File: config.mk
export PLATFORM = sky130hd
export DESIGN_NAME = muldiv_ctrl
export DESIGN_NICKNAME = d
export VERILOG_FILES = /design/src/rtl/muldiv_ctrl.sv
export SDC_FILE = /design/constraint.sdc
export NUM_CORES = 1
export LEC_CHECK = 0
export ABC_AREA = 0
export CORE_AREA = 10 10 171 173
export CTS_BUF_LIST = sky130_fd_sc_hd__clkbuf_8
export DETAILED_ROUTE_END_ITERATION = 10
export DIE_AREA = 0 0 181 183
export DONT_BUFFER_PORTS = 1
export PLACE_DENSITY_LB_ADDON = 0.08
export SETUP_SLACK_MARGIN = 0.3
export SLEW_MARGIN = 30
export SYNTH_ARGS = -nofsm -noshare
export SYNTH_HDL_FRONTEND = slang
export SYNTH_SLANG_ARGS = --single-unit
File: constraint.sdc
create_clock -name clk -period 4.8 [get_ports clk]
set_clock_uncertainty 0.1 [all_clocks]
set_input_delay 0.72 -clock clk [delete_from_list [all_inputs] [get_ports clk]]
set_output_delay 0.72 -clock clk [all_outputs]
set_load 0.005 [all_outputs]
File: src/rtl/muldiv_ctrl.sv
// Iterative mult/div sequencer owning HI/LO: launch edge, 32 ITER edges, 1 FIX edge, DoneE the cycle after.
// No handshake: BusyE stalls the pipeline, and StartE/HiWrE/LoWrE are ignored while busy.
module muldiv_ctrl #(
  parameter int WIDTH = 32
) (
  input  logic             clk,
  input  logic             rst_n,
  input  logic             StartE,
  input  logic [1:0]       MDOpE,
  input  logic [WIDTH-1:0] SrcAE,
  input  logic [WIDTH-1:0] SrcBE,
  input  logic             HiWrE,
  input  logic             LoWrE,
  input  logic             AbortE,
  output logic [WIDTH-1:0] HiOut,
  output logic [WIDTH-1:0] LoOut,
  output logic             BusyE,
  output logic             DoneE,
  output logic             DivZeroE
);

  localparam int CW = (WIDTH > 1) ? $clog2(WIDTH) : 1;

  typedef enum logic [1:0] {S_IDLE, S_ITER, S_FIX} state_t;

  state_t           r_state;
  logic [CW-1:0]    r_count;
  logic [WIDTH-1:0] r_hi, r_lo;
  logic             r_busy, r_done, r_divzero;
  logic             r_signed, r_is_div, r_sa, r_sb;
  logic [WIDTH-1:0] r_b;
  logic [WIDTH:0]   r_wh;
  logic [WIDTH-1:0] r_wl;

  logic             w_signed, w_is_div, w_neg_a, w_neg_b;
  logic [WIDTH-1:0] w_mag_a, w_mag_b;
  logic [WIDTH:0]   w_mul_sum;
  logic [WIDTH:0]   w_div_shift;
  logic [WIDTH+1:0] w_div_diff;
  logic             w_div_ok;
  logic [2*WIDTH-1:0] w_prod, w_prod_fix;
  logic [WIDTH-1:0] w_quo_fix, w_rem_fix;

  always_comb begin
    w_signed = ~MDOpE[0];
    w_is_div = MDOpE[1];
    w_neg_a  = w_signed & SrcAE[WIDTH-1];
    w_neg_b  = w_signed & SrcBE[WIDTH-1];
    w_mag_a  = w_neg_a ? ('0 - SrcAE) : SrcAE;
    w_mag_b  = w_neg_b ? ('0 - SrcBE) : SrcBE;
  end

  // Multiply: r_wh is the running high half, r_wl holds the multiplier and
  // collects the low product bits as they shift out of the adder.
  // Divide: r_wh is the partial remainder, r_wl shifts the dividend out and
  // the quotient bits in.
  always_comb begin
    w_mul_sum   = r_wh + (r_wl[0] ? {1'b0, r_b} : '0);
    w_div_shift = {r_wh[WIDTH-1:0], r_wl[WIDTH-1]};
    w_div_diff  = {1'b0, w_div_shift} - {2'b00, r_b};
    w_div_ok    = ~w_div_diff[WIDTH+1];
  end

  always_comb begin
    w_prod     = {r_wh[WIDTH-1:0], r_wl};
    w_prod_fix = (r_signed && (r_sa ^ r_sb)) ? ('0 - w_prod) : w_prod;
    w_quo_fix  = (r_signed && (r_sa ^ r_sb)) ? ('0 - r_wl) : r_wl;
    w_rem_fix  = (r_signed && r_sa) ? ('0 - r_wh[WIDTH-1:0]) : r_wh[WIDTH-1:0];
  end

  always_ff @(posedge clk or negedge rst_n) begin
    if (!rst_n) begin
      r_state   <= S_IDLE;
      r_count   <= '0;
      r_hi      <= '0;
      r_lo      <= '0;
      r_busy    <= 1'b0;
      r_done    <= 1'b0;
      r_divzero <= 1'b0;
      r_signed  <= 1'b0;
      r_is_div  <= 1'b0;
      r_sa      <= 1'b0;
      r_sb      <= 1'b0;
      r_b       <= '0;
      r_wh      <= '0;
      r_wl      <= '0;
    end else begin
      r_done    <= 1'b0;
      r_divzero <= 1'b0;
      case (r_state)
        S_IDLE: begin
          if (StartE) begin
            if (w_is_div && (SrcBE == '0)) begin
              r_done    <= 1'b1;
              r_divzero <= 1'b1;
            end else begin
              r_state  <= S_ITER;
              r_busy   <= 1'b1;
              r_count  <= '0;
              r_signed <= w_signed;
              r_is_div <= w_is_div;
              r_sa     <= w_neg_a;
              r_sb     <= w_neg_b;
              r_b      <= w_is_div ? w_mag_b : w_mag_a;
              r_wl     <= w_is_div ? w_mag_a : w_mag_b;
              r_wh     <= '0;
            end
          end else begin
            if (HiWrE) r_hi <= SrcAE;
            if (LoWrE) r_lo <= SrcAE;
          end
        end
        S_ITER: begin
          if (AbortE) begin
            r_state <= S_IDLE;
            r_busy  <= 1'b0;
          end else begin
            if (r_is_div) begin
              r_wh <= w_div_ok ? w_div_diff[WIDTH:0] : w_div_shift;
              r_wl <= {r_wl[WIDTH-2:0], w_div_ok};
            end else begin
              r_wh <= {1'b0, w_mul_sum[WIDTH:1]};
              r_wl <= {w_mul_sum[0], r_wl[WIDTH-1:1]};
            end
            r_count <= r_count + 1'b1;
            if (r_count == CW'(WIDTH - 1)) r_state <= S_FIX;
          end
        end
        S_FIX: begin
          r_state <= S_IDLE;
          r_busy  <= 1'b0;
          if (!AbortE) begin
            r_done <= 1'b1;
            if (r_is_div) begin
              r_hi <= w_rem_fix;
              r_lo <= w_quo_fix;
            end else begin
              r_hi <= w_prod_fix[2*WIDTH-1:WIDTH];
              r_lo <= w_prod_fix[WIDTH-1:0];
            end
          end
        end
        default: begin
          r_state <= S_IDLE;
          r_busy  <= 1'b0;
        end
      endcase
    end
  end

  assign HiOut    = r_hi;
  assign LoOut    = r_lo;
  assign BusyE    = r_busy;
  assign DoneE    = r_done;
  assign DivZeroE = r_divzero;

endmodule
==> results of run 1 <==
==> registers in the layout, summed over array words and instances (netlist names) <==
name and cells:
BusyE 1, DivZeroE 1, DoneE 1, HiOut 32, LoOut 32, r_b 32, r_count 5, r_is_div 1
r_sa 1, r_sb 1, r_signed 1, r_state 2, r_wh 33, r_wl 32
==> kinds of logic (layout without fill, tap and decap cells) <==
group / count (synthesis) / after routing / share of synthesized area (%)
multiplexers: 74 / 74 / 4.94
buffers and inverters: 185 / 137 / 4.94
adder cells (fa/ha/maj): 72 / 72 / 6.03
AO/OA/AOI/OAI: 642 / 642 / 25.3
AND/OR/NAND/NOR: 663 / 663 / 20.1
XOR/XNOR: 173 / 173 / 9.97
flip-flops: 175 / 175 / 28.8
==> layout make-up <==
cell class | instances | area (µm²)
multi-input cells | 1624 | 10100
fillers | 2389 | 9850
flip-flops and latches | 175 | 4380
well taps | 335 | 419
repair buffers | 34 | 293
inverters | 71 | 267
clock buffers | 17 | 234
clock inverters | 15 | 220
==> cell usage in the layout (no fill, tap or decap), types with 9 or more instances in the layout <==
cell type / synthesis / layout
a21oi_1: 230 / 230
inv_1: 69 / 69
xor2_1: 88 / 88
nand2_1: 205 / 204
nor3_1: 41 / 41
a31oi_1: 30 / 30
nand2b_1: 19 / 18
mux2i_1: 66 / 66
nand3_1: 24 / 24
xnor2_1: 85 / 85
and3_1: 15 / 15
o21ai_0: 181 / 181
nor2_1: 241 / 240
a21o_1: 38 / 38
buf_4: 5 / 31
a211oi_1: 19 / 19
nand4_1: 14 / 14
or3_1: 15 / 15
a22oi_1: 17 / 17
o21a_1: 9 / 9
or4_1: 9 / 9
ha_1: 70 / 70
clkbuf_8: 0 / 17
o31ai_1: 28 / 28
nor4_1: 23 / 23
dfrtp_1: 175 / 174
and2_1: 20 / 20
o211ai_1: 13 / 13
==> where the power goes <==
part	switching, W	internal (W)	total [W]
sequential	0.000664	0.00189	0.00255
combinational	0.00322	0.00210	0.00533
clock	0.000760	0.000427	0.00119
==> stage by stage <==
stage	util (%)	hold slack (ps)	setup WS, ps
after global routing	61.8	-238	475
after CTS	61.7	-222	798
after global placement	59.9	330	838
after floorplan	-	324	1260
final	61.8	-214	703
after detailed placement	60.0	330	781
==> critical path: cells and delay by family, from the launching register on <==
kind            cells  cell delay [ps]
compound gates      8             2100
fa+ha+maj           1              420
mux                 1              360
buf+inv             2              430
flops               1              540
==> per-layer routing <==
metal  vias up  wire, µm
li1       6949         -
met1      7168     22900
met2       828     23500
met3       100      6670
met4         2      1610
met5         -        13
==> worst max-delay path by stage <==
stage	endpoint	slack, ps	from
4_1_cts	r_wh[0]$_DFFE_PN0P_	800	r_wh[1]$_DFFE_PN0P_
2_1_floorplan	r_wh[30]$_DFFE_PN0P_	1260	r_wl[0]$_DFFE_PN0P_
6_report	r_wh[0]$_DFFE_PN0P_	700	r_wh[1]$_DFFE_PN0P_
5_1_grt	r_wh[0]$_DFFE_PN0P_	480	r_wh[1]$_DFFE_PN0P_
3_5_place_dp	r_wh[10]$_DFFE_PN0P_	780	SrcBE[1]
3_3_place_gp	r_wh[6]$_DFFE_PN0P_	840	SrcBE[1]
==> what timing repair did <==
action                                 CTS  global route
endpoints found under the hold margin  175           175
buffers inserted                         0             0
gates resized for setup                  0             0
==> results.json, run 1 <==
{
  "status": "complete, but fails checks",
  "failed_checks": "negative hold slack",
  "cts_tree": "done",
  "avgSynthCellArea_um2": 7.66,
  "yosysWarnings": 0,
  "r2r_slack_ps": 700,
  "powerDensity_nw_per_um2": 570,
  "fmax_mhz": 244,
  "drt-wirelength-per-cell_um": 24.1,
  "postSynthCellCount": 1984,
  "synth_ff_type": "dfrtp_1",
  "overflow": 0,
  "grt_use_total_pct": 31.7,
  "antenna_cells": 0,
  "grt_use_met1_pct": 43.5,
  "clkLatencyLatePin_ps": 500,
  "yosysMostFrequentCell": "nor2_1",
  "yosys.area.top_type": "dfrtp_1",
  "synth_top_cells_by_count": "nor2_1, a21oi_1, nand2_1",
  "dieWidth_um": 181,
  "rows": 59,
  "drv_cap": 0,
  "path_cells": "ha_1, o211ai_1, a21oi_1, o21ai_0, a211oi_1, buf_4, o21ai_0, a21oi_1, a21o_1, buf_12, mux2_2, o221ai_1",
  "synthesis.area_um2": 15200,
  "cts_buffers": 17,
  "initial_utilization_pct": 59.0,
  "antenna_found_initial": 1,
  "portBuffers": 0,
  "grt_use_met2_pct": 47.0,
  "worstSetupEndpointType": "register",
  "async_flop_share_pct": 100,
  "path_clk_slew_ps": 140,
  "hold_slack_ps": -214,
  "syn-num-nets": 2128,
  "finalInstanceArea_um2": 15900,
  "hold_violations": 175,
  "setup_viol": 0,
  "htree_levels": 4,
  "yosysTopAreaCellShare_pct": 28.8,
  "synthToLayoutAreaGrowth_pct": 4.68,
  "r2r_start": "r_wh[1]$_DFFE_PN0P_",
  "dp.cells": 2239,
  "clock-sinks": 175,
  "drive_gt1_share_pct": 5.06,
  "instances_no_fill": 2271,
  "max-vdd-ir-drop_v": 0.000326,
  "slowest_delay_ps": 540,
  "synth_seq_cells": 175,
  "rsz0062_at_grt": "no",
  "vias": 15000,
  "post_dp_cell_area_um2": 15400,
  "grt_max_degree": 176,
  "slowest_stage": "dfrtp_1",
  "nets": 2067,
  "worstPathRequired_ps": 5090,
  "firstDrtPassIters": 6,
  "clockBufferDepth": 2,
  "grt.busiest_layer": "met2",
  "use_met3_pct": 9.49,
  "power_w": 0.00906,
  "place_hpwl_mm": 42.4,
  "leakagePower_nw": 7.13,
  "vias_per_cell": 6.63,
  "drtAntennaViolNets": 0,
  "io_pins": 139,
  "rr_worst_depth": 12,
  "die_h_um": 183,
  "worst_hold_path_type": "input pin to asynchronous set/reset pin",
  "grt_pass1_wl_mm": 83.3,
  "yosys-top-cells-area": "dfrtp_1, a21oi_1, o21ai_0",
  "drc": 0,
  "grt_pass1_vias": 13600,
  "critPathLaunchType": "register",
  "place.gp.congestion": 0.981,
  "layout_min_cycle_time_ps": 4100,
  "reg2reg_to": "r_wh[0]$_DFFE_PN0P_",
  "wl_mm": 54.8,
  "slew_headroom_pct": 31.5,
  "synth_edf_count": 0,
  "drv_slew": 0,
  "die_area_um2": 33100,
  "cp_data_arrival_time_ps": 4380,
  "ys_types": 74,
  "core-area_um2": 25800,
  "cp_max_fo": 28,
  "cts_root_buf": "clkbuf_8",
  "setup-tns-final_ps": 0,
  "drt_iter0_drc": 2121,
  "tightest_slew_ps": 1030,
  "yosysSeqAreaShare_pct": 28.8,
  "fin_crit_sh_pct": 85.4,
  "crit_type": "register to register"
}
No activity file was read; power rests on OpenSTA's default activity.
==> run 2, diff against run 1 <==
- CTS_BUF_LIST: sky130_fd_sc_hd__clkbuf_8 -> unset
==> results.json, run 2 (synthesis gave the netlist of run 1 again) <==
{
  "status": "complete, but fails checks",
  "failed_checks": "negative hold slack",
  "drc": 0,
  "grt_pass1_vias": 13600,
  "place.gp.congestion": 0.981,
  "clockBufferDepth": 2,
  "initial_utilization_pct": 59.0,
  "synthToLayoutAreaGrowth_pct": 5.94,
  "vias_per_cell": 6.63,
  "instances_no_fill": 2271,
  "antenna_found_initial": 1,
  "max-vdd-ir-drop_v": 0.000416,
  "drt-wirelength-per-cell_um": 24.1,
  "crit_end": "r_wh[0]$_DFFE_PN0P_",
  "firstDrtPassIters": 5,
  "clkLatencyLatePin_ps": 450,
  "drive_gt1_share_pct": 5.06,
  "grt_pass1_wl_mm": 83.3,
  "rsz0062_at_grt": "no",
  "grt_use_total_pct": 31.7,
  "die_area_um2": 33100,
  "cts_tree": "done",
  "htree_levels": 4,
  "worstPathRequired_ps": 5040,
  "fin_crit_sh_pct": 85.3,
  "tightest_slew_ps": 1000,
  "most-common-layout-cells": "nor2_1, a21oi_1, nand2_1",
  "rows": 59,
  "worstSetupEndpointType": "register",
  "layout_commonest_cell": "nor2_1",
  "portBuffers": 0,
  "die_h_um": 183,
  "slew_headroom_pct": 33.0,
  "dp.cells": 2239,
  "rr_worst_depth": 12,
  "antenna_cells": 0,
  "hold_slack_ps": -148,
  "vias": 15100,
  "layout_min_cycle_time_ps": 4090,
  "critPathLaunchType": "register",
  "core-area_um2": 25800,
  "fmax_mhz": 244,
  "final_util_pct": 62.5,
  "place_hpwl_mm": 42.4,
  "nets": 2067,
  "overflow": 0,
  "cts_buffers": 17,
  "crit_type": "register to register",
  "cp_max_fo": 28,
  "r2r_start": "r_wh[1]$_DFFE_PN0P_",
  "worst_hold_path_type": "input pin to asynchronous set/reset pin",
  "leakagePower_nw": 7.21,
  "drt_iter0_drc": 2014,
  "io_pins": 139,
  "post_cts_resized": 0,
  "largest_reg_flops": 33,
  "drtAntennaViolNets": 0,
  "post_cts_buffers": 0,
  "path_clk_slew_ps": 90,
  "drv_slew": 0,
  "reg2reg_to": "r_wh[0]$_DFFE_PN0P_",
  "cts_root_buf": "clkbuf_16",
  "setup-tns-final_ps": 0,
  "setup_viol": 0,
  "clock-sinks": 175,
  "hold_violations": 175,
  "critPathLaunch": "r_wh[1]$_DFFE_PN0P_",
  "wl_mm": 54.7,
  "powerDensity_nw_per_um2": 585,
  "regMostFlops": "r_wh",
  "drv_cap": 0,
  "dieWidth_um": 181,
  "r2r_slack_ps": 710,
  "cp_data_arrival_time_ps": 4330,
  "grt_max_degree": 176
}
-- run 2: cell counts in the layout (fill, tap and decap cells not counted) --
No cell type changed its count.
-- run 2: layer usage --
layer,wire length (µm),vias up,part of all wire [%],GRT usage (%)
li1,-,6952,-,-
met1,23000,7181,42,43.6
met2,23500,822,43,46.9
met3,6510,94,12,9.21
met4,1660,2,3.0,10.2
met5,13,-,0.024,0
-- run 2: worst min path at each step --
| stage | end | cells past startpoint | slack, ps |
|---|---|---|---|
| 2_1_floorplan | BusyE$_DFFE_PN0P_ | 0 | 320 |
| 3_3_place_gp | LoOut[17]$_DFFE_PN0P_ | 0 | 330 |
| 3_5_place_dp | HiOut[19]$_DFFE_PN0P_ | 0 | 330 |
| 4_1_cts | HiOut[19]$_DFFE_PN0P_ | 0 | -150 |
| 5_1_grt | HiOut[19]$_DFFE_PN0P_ | 0 | -160 |
| 6_report | HiOut[19]$_DFFE_PN0P_ | 0 | -150 |
-- run 2: where the power goes --
group	switching, W	leakage [nW]	internal, W
Combinational	0.00323	4.75	0.00210
Sequential	0.000660	2.15	0.00189
Clock	0.000799	0.309	0.000735
Total	0.00469	7.21	0.00473
-- run 2: cell type report --
type                    count  area [µm²]
clock inverters            15         220
well taps                 335         419
clock buffers              17         425
fillers                  2366        9660
flip-flops and latches    175        4380
inverters                  71         267
repair buffers             34         293
multi-input cells        1624       10100
-- run 2: through the flow --
step / hold slack [ps] / cell area [µm²] / total power (W) / setup slack [ps]
CTS: -150 / 16100 / 0.00928 / 810
global placement: 330 / 15400 / 0.00768 / 838
detailed placement: 330 / 15400 / 0.00774 / 781
floorplan: 324 / 15200 / 0.00621 / 1260
global route: -164 / 16100 / 0.0100 / 484
finish: -148 / 16100 / 0.00942 / 706
-- run 2: worst max-delay path, stage by stage (launching register included) --
cell and delay, ps:
dfrtp_1 520, ha_1 420, o211ai_1 100, a21oi_1 370
o21ai_0 290, a211oi_1 320, buf_4 190, o21ai_0 170
a21oi_1 420, a21o_1 280, buf_12 240, mux2_2 370
o221ai_1 160
